[config.mk]
export PLATFORM = sky130hd
export DESIGN_NAME = ifetch_seq_flat
export DESIGN_NICKNAME = d
export VERILOG_FILES = /design/src/rtl/ifetch_seq_if.sv /design/src/rtl/ifetch_seq.sv /design/src/flat_wrapper.sv
export SDC_FILE = /design/constraint.sdc
export NUM_CORES = 1
export LEC_CHECK = 0
export ABC_AREA = 1
export CORE_ASPECT_RATIO = 0.75
export CORE_MARGIN = 5
export CORE_UTILIZATION = 50
export DETAILED_ROUTE_END_ITERATION = 8
export PLACE_DENSITY = 0.78
export RECOVER_POWER = 50
export SYNTH_ARGS = -nofsm -noshare
export SYNTH_HDL_FRONTEND = slang
export SYNTH_SLANG_ARGS = --single-unit
export TNS_END_PERCENT = 5
[constraint.sdc]
create_clock -name clk -period 2.71 [get_ports clk]
set_input_delay 0.271 -clock clk [delete_from_list [all_inputs] [get_ports clk]]
set_output_delay 0.271 -clock clk [all_outputs]
set_load 0.01 [all_outputs]
[src/rtl/ifetch_seq_if.sv]
// Fetch-side bundle: irom request/response, redirect/halt control and the decode-facing queue head.
interface ifetch_seq_if #(
    parameter int unsigned DWIDTH = 16,
    parameter int unsigned AWIDTH = 12
);
    logic [AWIDTH-1:0] rom_addr;
    logic              rom_ready;
    logic [DWIDTH-1:0] rom_dout;
    logic              rom_valid;
    logic              redirect;
    logic [AWIDTH-1:0] redirect_pc;
    logic              halt;
    logic [DWIDTH-1:0] ins_out;
    logic [AWIDTH-1:0] ins_pc;
    logic              ins_valid;
    logic              ins_ready;

    modport master (
        output rom_addr, rom_ready, ins_out, ins_pc, ins_valid,
        input  rom_dout, rom_valid, redirect, redirect_pc, halt, ins_ready
    );

    modport slave (
        input  rom_addr, rom_ready, ins_out, ins_pc, ins_valid,
        output rom_dout, rom_valid, redirect, redirect_pc, halt, ins_ready
    );
endinterface

[src/rtl/ifetch_seq.sv]
// Instruction fetch sequencer: owns the PC, issues irom reads under a credit limit and queues
// {pc, instr} pairs toward decode; supports redirect (flush), halt and PC wrap-around.
module ifetch_seq #(
    parameter int unsigned DWIDTH     = 16,
    parameter int unsigned AWIDTH     = 12,
    parameter int unsigned FIFO_DEPTH = 2,
    parameter int unsigned RESET_PC   = 0
) (
    input  logic        clk,
    input  logic        rst_n,
    ifetch_seq_if.master bus
);
    localparam int unsigned PW = (FIFO_DEPTH > 1) ? $clog2(FIFO_DEPTH) : 1;
    localparam int unsigned CW = PW + 1;
    localparam int unsigned SW = CW + 1;

    logic [AWIDTH-1:0] r_pc;
    logic [AWIDTH-1:0] r_req_pc;
    logic              r_run;
    logic [DWIDTH-1:0] r_mem_ins [FIFO_DEPTH];
    logic [AWIDTH-1:0] r_mem_pc  [FIFO_DEPTH];
    logic [PW-1:0]     r_wptr;
    logic [PW-1:0]     r_rptr;
    logic [CW-1:0]     r_count;

    logic              w_issue;
    logic              w_push;
    logic              w_pop;
    logic              w_empty;
    logic [SW-1:0]     w_credit_used;

    // Credit: queued entries plus the single in-flight response must fit in the FIFO.
    always_comb begin
        w_credit_used = SW'(r_count) + SW'(bus.rom_valid);
        w_empty       = (r_count == '0);
        w_issue       = r_run && !bus.redirect && !bus.halt && (w_credit_used < SW'(FIFO_DEPTH));
        w_push        = bus.rom_valid && !bus.redirect;
        w_pop         = !w_empty && bus.ins_ready && !bus.redirect;
    end

    assign bus.rom_addr  = r_pc;
    assign bus.rom_ready = w_issue;
    assign bus.ins_valid = !w_empty;
    assign bus.ins_out   = w_empty ? '0 : r_mem_ins[r_rptr];
    assign bus.ins_pc    = w_empty ? '0 : r_mem_pc[r_rptr];

    // PC, request tracking and FIFO bookkeeping; redirect overrides everything else.
    always_ff @(posedge clk or negedge rst_n) begin
        if (!rst_n) begin
            r_run    <= 1'b0;
            r_pc     <= AWIDTH'(RESET_PC);
            r_req_pc <= AWIDTH'(RESET_PC);
            r_wptr   <= '0;
            r_rptr   <= '0;
            r_count  <= '0;
        end else begin
            r_run <= 1'b1;
            if (bus.redirect) begin
                r_pc <= bus.redirect_pc;
            end else if (w_issue) begin
                r_pc <= r_pc + AWIDTH'(1);
            end
            if (w_issue) begin
                r_req_pc <= r_pc;
            end
            if (bus.redirect) begin
                r_wptr  <= '0;
                r_rptr  <= '0;
                r_count <= '0;
            end else begin
                if (w_push) begin
                    r_wptr <= r_wptr + PW'(1);
                end
                if (w_pop) begin
                    r_rptr <= r_rptr + PW'(1);
                end
                case ({w_push, w_pop})
                    2'b10:   r_count <= r_count + CW'(1);
                    2'b01:   r_count <= r_count - CW'(1);
                    default: r_count <= r_count;
                endcase
            end
        end
    end

    // Payload storage needs no reset: outputs are masked while the FIFO is empty.
    always_ff @(posedge clk) begin
        if (w_push) begin
            r_mem_ins[r_wptr] <= bus.rom_dout;
            r_mem_pc[r_wptr]  <= r_req_pc;
        end
    end

    a_no_overflow: assert property (@(posedge clk) disable iff (!rst_n)
        !(w_push && (r_count == CW'(FIFO_DEPTH))));

endmodule

[src/flat_wrapper.sv]
// flat-port wrapper written by rule: the top's interface ports become plain ports
module ifetch_seq_flat 
#(
    parameter int unsigned DWIDTH     = 16,
    parameter int unsigned AWIDTH     = 12,
    parameter int unsigned FIFO_DEPTH = 2,
    parameter int unsigned RESET_PC   = 0
)
  (clk, rst_n, bus_rom_addr, bus_rom_ready, bus_ins_out, bus_ins_pc, bus_ins_valid, bus_rom_dout, bus_rom_valid, bus_redirect, bus_redirect_pc, bus_halt, bus_ins_ready);
  ifetch_seq_if #(.DWIDTH(DWIDTH), .AWIDTH(AWIDTH)) bus_i ();
  input  logic clk;
  input  logic rst_n;
  output wire logic [$bits(bus_i.rom_addr)-1:0] bus_rom_addr;
  output wire logic [$bits(bus_i.rom_ready)-1:0] bus_rom_ready;
  output wire logic [$bits(bus_i.ins_out)-1:0] bus_ins_out;
  output wire logic [$bits(bus_i.ins_pc)-1:0] bus_ins_pc;
  output wire logic [$bits(bus_i.ins_valid)-1:0] bus_ins_valid;
  input wire logic [$bits(bus_i.rom_dout)-1:0] bus_rom_dout;
  input wire logic [$bits(bus_i.rom_valid)-1:0] bus_rom_valid;
  input wire logic [$bits(bus_i.redirect)-1:0] bus_redirect;
  input wire logic [$bits(bus_i.redirect_pc)-1:0] bus_redirect_pc;
  input wire logic [$bits(bus_i.halt)-1:0] bus_halt;
  input wire logic [$bits(bus_i.ins_ready)-1:0] bus_ins_ready;
  assign bus_rom_addr = bus_i.rom_addr;
  assign bus_rom_ready = bus_i.rom_ready;
  assign bus_ins_out = bus_i.ins_out;
  assign bus_ins_pc = bus_i.ins_pc;
  assign bus_ins_valid = bus_i.ins_valid;
  assign bus_i.rom_dout = bus_rom_dout;
  assign bus_i.rom_valid = bus_rom_valid;
  assign bus_i.redirect = bus_redirect;
  assign bus_i.redirect_pc = bus_redirect_pc;
  assign bus_i.halt = bus_halt;
  assign bus_i.ins_ready = bus_ins_ready;
  ifetch_seq #(.DWIDTH(DWIDTH), .AWIDTH(AWIDTH), .FIFO_DEPTH(FIFO_DEPTH), .RESET_PC(RESET_PC)) u_core (.clk(clk), .rst_n(rst_n), .bus(bus_i));
endmodule
==> results.txt <==
----------------------------------------------------
[Synthesis]
  Yosys reg bits ... 85
  Post-synth ARST share ... roughly a third
  Top cells by area, synth ... sky130_fd_sc_hd__edfxtp_1, sky130_fd_sc_hd__dfrtp_1, sky130_fd_sc_hd__nand2_1
  Synthesized cell area ... 0.003704 mm²
  Count of unique library cells instantiated by Yosys ... 28
  Share of the synthesized area in the top cell type ... 45.41%
  Top FF cell, synth ... sky130_fd_sc_hd__edfxtp_1
  Cells after synthesis ... 358
  Count of flip-flops with a built-in enable after synthesis ... between 50 and 60
  Most area-hungry cell type in the Yosys netlist ... sky130_fd_sc_hd__edfxtp_1
  Fraction of the yosys area taken by sequential cells ... 65.00%
  Mean Syn Cell Area ... 10.35 µm²
  Net count after synthesis ... between 300 and 400
  Total of warnings raised by yosys ... 0

[Critical path]
  Reg-to-reg critical path startpoint ... u_core.r_count[0]$_DFFE_PN0P_
  RR Endpoint ... u_core.r_req_pc[6]$_DFFE_PN0P_
  CP Cell Sequence ... inv_1 > buf_4 > nand2_1 > a21oi_1 > clkdlybuf4s50_1
  Cell with the biggest individual delay on the critical path ... sky130_fd_sc_hd__clkdlybuf4s50_1
  Critical path's largest stage delay ... 0.57 ns
  Worst r2r path cells ... 3
  Biggest fanout along the worst timing path ... 15
  Arrival time at the worst endpoint ... 2.03 ns
  Type of origin of the critical path ... flop
  Critical Path End Type ... primary output
  CP required ... 2.44 ns
  Crit path kind ... flop to primary output
  Register-to-register path setup slack ... slightly above 0.8 ns

[Hold path]
  Launch instance of the worst min-delay path ... u_core.r_req_pc[9]$_DFFE_PN0P_
  Worst Hold End ... u_core.r_mem_pc[0][9]$_DFFE_PP_
  Min-Delay Path Depth ... 0
  Hold crit path type ... flop to flop

[Route]
  Count of antenna-violating nets left after detailed routing ... 0
  Via-per-instance ratio ... 4.963
  First-pass DRT Iterations ... 4
  Total wire length ... 7.764 mm
  Routed wirelength normalized by instance count ... 14.22 µm
  Number of design-rule violations left by the first detailed-router iteration ... 158
  Vias ... between 2000 and 3000
  Remaining design rule violation count ... 0

[Die]
  Placement row count ... 27
  Number of top-level design ports ... 76
  Initial core utilization ... 50.99%
  Core region area ... ~0.0073 mm²
  Die Width ... 109.4 µm
  Die Ht ... ~85 µm
  DIE AREA ... 0.009246 mm²

[Clock network]
  Post-CTS Hold Fix Bufs ... 0
  Number of cells upsized or downsized after cts ... 0
  Clock tree sinks ... 85
  Maximum clock insertion buffer count ... 2
  Clock-pin slew of the registers on the worst-case setup and hold paths ... roughly 0.080 ns
  Clock Tree Root ... sky130_fd_sc_hd__clkbuf_8
  # H-tree levels ... 3
  TritonCTS clock tree ... done
  Clock latency of the later-clocked register in the worst-skew pair ... 0.34 ns
  Number of CTS-inserted buffers ... 9
  Buffers inserted by post-CTS timing repair ... 0

[Power and ir drop]
  Switching Power ... approximately 0.0009 W
  Fraction of power spent switching nets ... 27.96%
  Sequential fraction of design power ... 52.3%
  Pwr dens ... 666.0 mW/mm²
  Design Power ... 0.003141 W
  Leakage power ... 1.893 nW
  Peak supply drop ... 0.3369 mV
  Part of the power in the clock network ... ~28%
  Comb pwr share ... 20.1%
  Cell-internal power ... between 0.002 and 0.0025 W

[Place]
  Final estimated routing congestion in global placement ... 0.8027
  # port buffers ... 75
  HPWL reported at the end of detailed placement ... 5.490 mm

[Timing]
  Setup repair after global routing missed its margin ... no
  Peak clock frequency supported by timing ... between 400 and 500 MHz
  Transition time of the tightest slew-check pin ... 1.581 ns
  Worst hold margin ... 0.4894 ns
  Hold violation total from the final report ... 0
  Final setup TNS ... 0 ns
  Max-slew violation total from the final report ... 30
  Min Tclk post-route ... around 2.3 ns
  Final number of setup-violating endpoints ... 0
  Clock skew ... 0.008410 ns
  Part of the cycle the worst path needs ... 84.91%
  Remaining max-slew budget at the tightest pin ... -5.399%

[Cells and area]
  Most frequent cells in the layout ... sky130_fd_sc_hd__nand2_1, sky130_fd_sc_hd__clkdlybuf4s50_1, sky130_fd_sc_hd__edfxtp_1
  Layout cells sized above 1 ... 9.663%
  # diodes ... 0
  Signed area change from the synthesized netlist to the final layout ... 27.36%
  Number of nets in the finished design ... 475
  Most common cell after layout, fill and taps aside ... sky130_fd_sc_hd__nand2_1

[Global routing]
  Global routing usage summed across all routing layers ... between 10% and 20%
  Maximum number of pins on one net before global-route repair ... 30
  Residual overflow from global routing ... 0
  Global-route wire length before repair ... 13.23 mm
  Initial antenna violation count ... 0
  Number of global-route vias before repair ... 2706

[Flow run]
  Max-cap violation count ... 1

[Outcome]
  Failing checks ... max-capacitance violations, max-slew violations
  Status ... complete, but fails checks

----------------------------------------------------
synth_stat cells (2+ instances only):
cell type,n
sky130_fd_sc_hd__nor2_1,6
sky130_fd_sc_hd__nor2_2,5
sky130_fd_sc_hd__dfrtp_1,29
sky130_fd_sc_hd__inv_1,20
sky130_fd_sc_hd__nand3_1,25
sky130_fd_sc_hd__nand2_4,2
sky130_fd_sc_hd__edfxtp_1,56
sky130_fd_sc_hd__buf_6,3
sky130_fd_sc_hd__nor2_8,2
sky130_fd_sc_hd__clkbuf_1,3
sky130_fd_sc_hd__nand4_1,3
sky130_fd_sc_hd__a21oi_1,30
sky130_fd_sc_hd__nand2_2,4
sky130_fd_sc_hd__buf_2,6
sky130_fd_sc_hd__o21ai_0,6
sky130_fd_sc_hd__nand2_1,130
sky130_fd_sc_hd__o21ai_2,2
sky130_fd_sc_hd__o21ai_1,12
sky130_fd_sc_hd__nand3_2,2
sky130_fd_sc_hd__inv_2,4
sequential cells by signal, indices dropped and copies added, names as in the netlist:
signal / count
u_core.r_req_pc: 12
u_core.bus.rom_addr: 12
u_core.r_mem_ins: 32
u_core.r_run: 1
u_core.r_rptr: 1
u_core.r_mem_pc: 24
u_core.r_count: 2
u_core.r_wptr: 1
stage by stage:
stage	util [%]	instance area, µm²	setup slack (ns)	std cells
after floorplan	-	3704	0.4746	358
after global placement	62.93	4571	0.5844	530
after detailed placement	62.93	4571	0.5823	530
after CTS	65.65	4768	0.3526	546
after global routing	64.94	4717	0.2512	546
final	64.94	4717	0.4089	546
kinds of logic (layout without fill, tap and decap cells):
kind of cell | after synthesis | count (layout) | synth area share [%]
AOI/OAI and AO/OA | 50 | 50 | 6.960
adders and majority gates | 1 | 1 | 0.3378
xor gates and xnor gates | 2 | 2 | 0.4731
and+or+nand+nor | 181 | 181 | 22.30
DFF | 85 | 85 | 65.00
other | 1 | 1 | 0.1013
buffers and inverters | 38 | 125 | 4.831
critical path: cells and delay by family (launching register included):
kind | cells | cell delay (ns)
buf+inv | 3 | 0.92
flops | 1 | 0.52
compound gates | 1 | 0.18
simple gates | 1 | 0.08
cell type report:
class	count	area [µm²]
fillers	574	2546
flip-flops and latches	85	2407
multi-input cells	235	1079
repair buffers	84	810.8
well taps	101	126.4
clock buffers	9	123.9
inverters	25	96.34
clock inverters	7	73.82
power groups by stage:
stage                     Combinational [W]  Clock, W  Sequential, W
after floorplan                    0.000337         0        0.00164
after global placement             0.000645         0        0.00166
after detailed placement           0.000656         0        0.00167
after CTS                          0.000663  0.000895        0.00164
after global routing               0.000705  0.000962        0.00166
final                              0.000632  0.000867        0.00164
worst max path at each step:
stage	from	slack (ns)	endpoint
after floorplan	bus_redirect	0.47	u_core.r_mem_ins[1][0]$_DFFE_PP_
after global placement	bus_redirect	0.58	bus_rom_ready
after CTS	u_core.r_rptr$_DFFE_PN0P_	0.35	bus_ins_pc[1]
after global routing	u_core.r_rptr$_DFFE_PN0P_	0.25	bus_ins_out[1]
final	u_core.r_rptr$_DFFE_PN0P_	0.41	bus_ins_pc[1]
after detailed placement	bus_rom_valid	0.58	bus_rom_ready
layer usage:
| metal | GRT usage (%) | vias to the layer above | part of all wire (%) |
|---|---|---|---|
| met1 | 25.33 | 1271 | 47 |
| met2 | 28.53 | 82 | 46 |
| met4 | 4.417 | 0 | 1.0 |
| met3 | 5.073 | 8 | 6.0 |
| met5 | 0 | - | 0 |
| li1 | - | 1349 | - |
(Power assumes the default switching activity.)
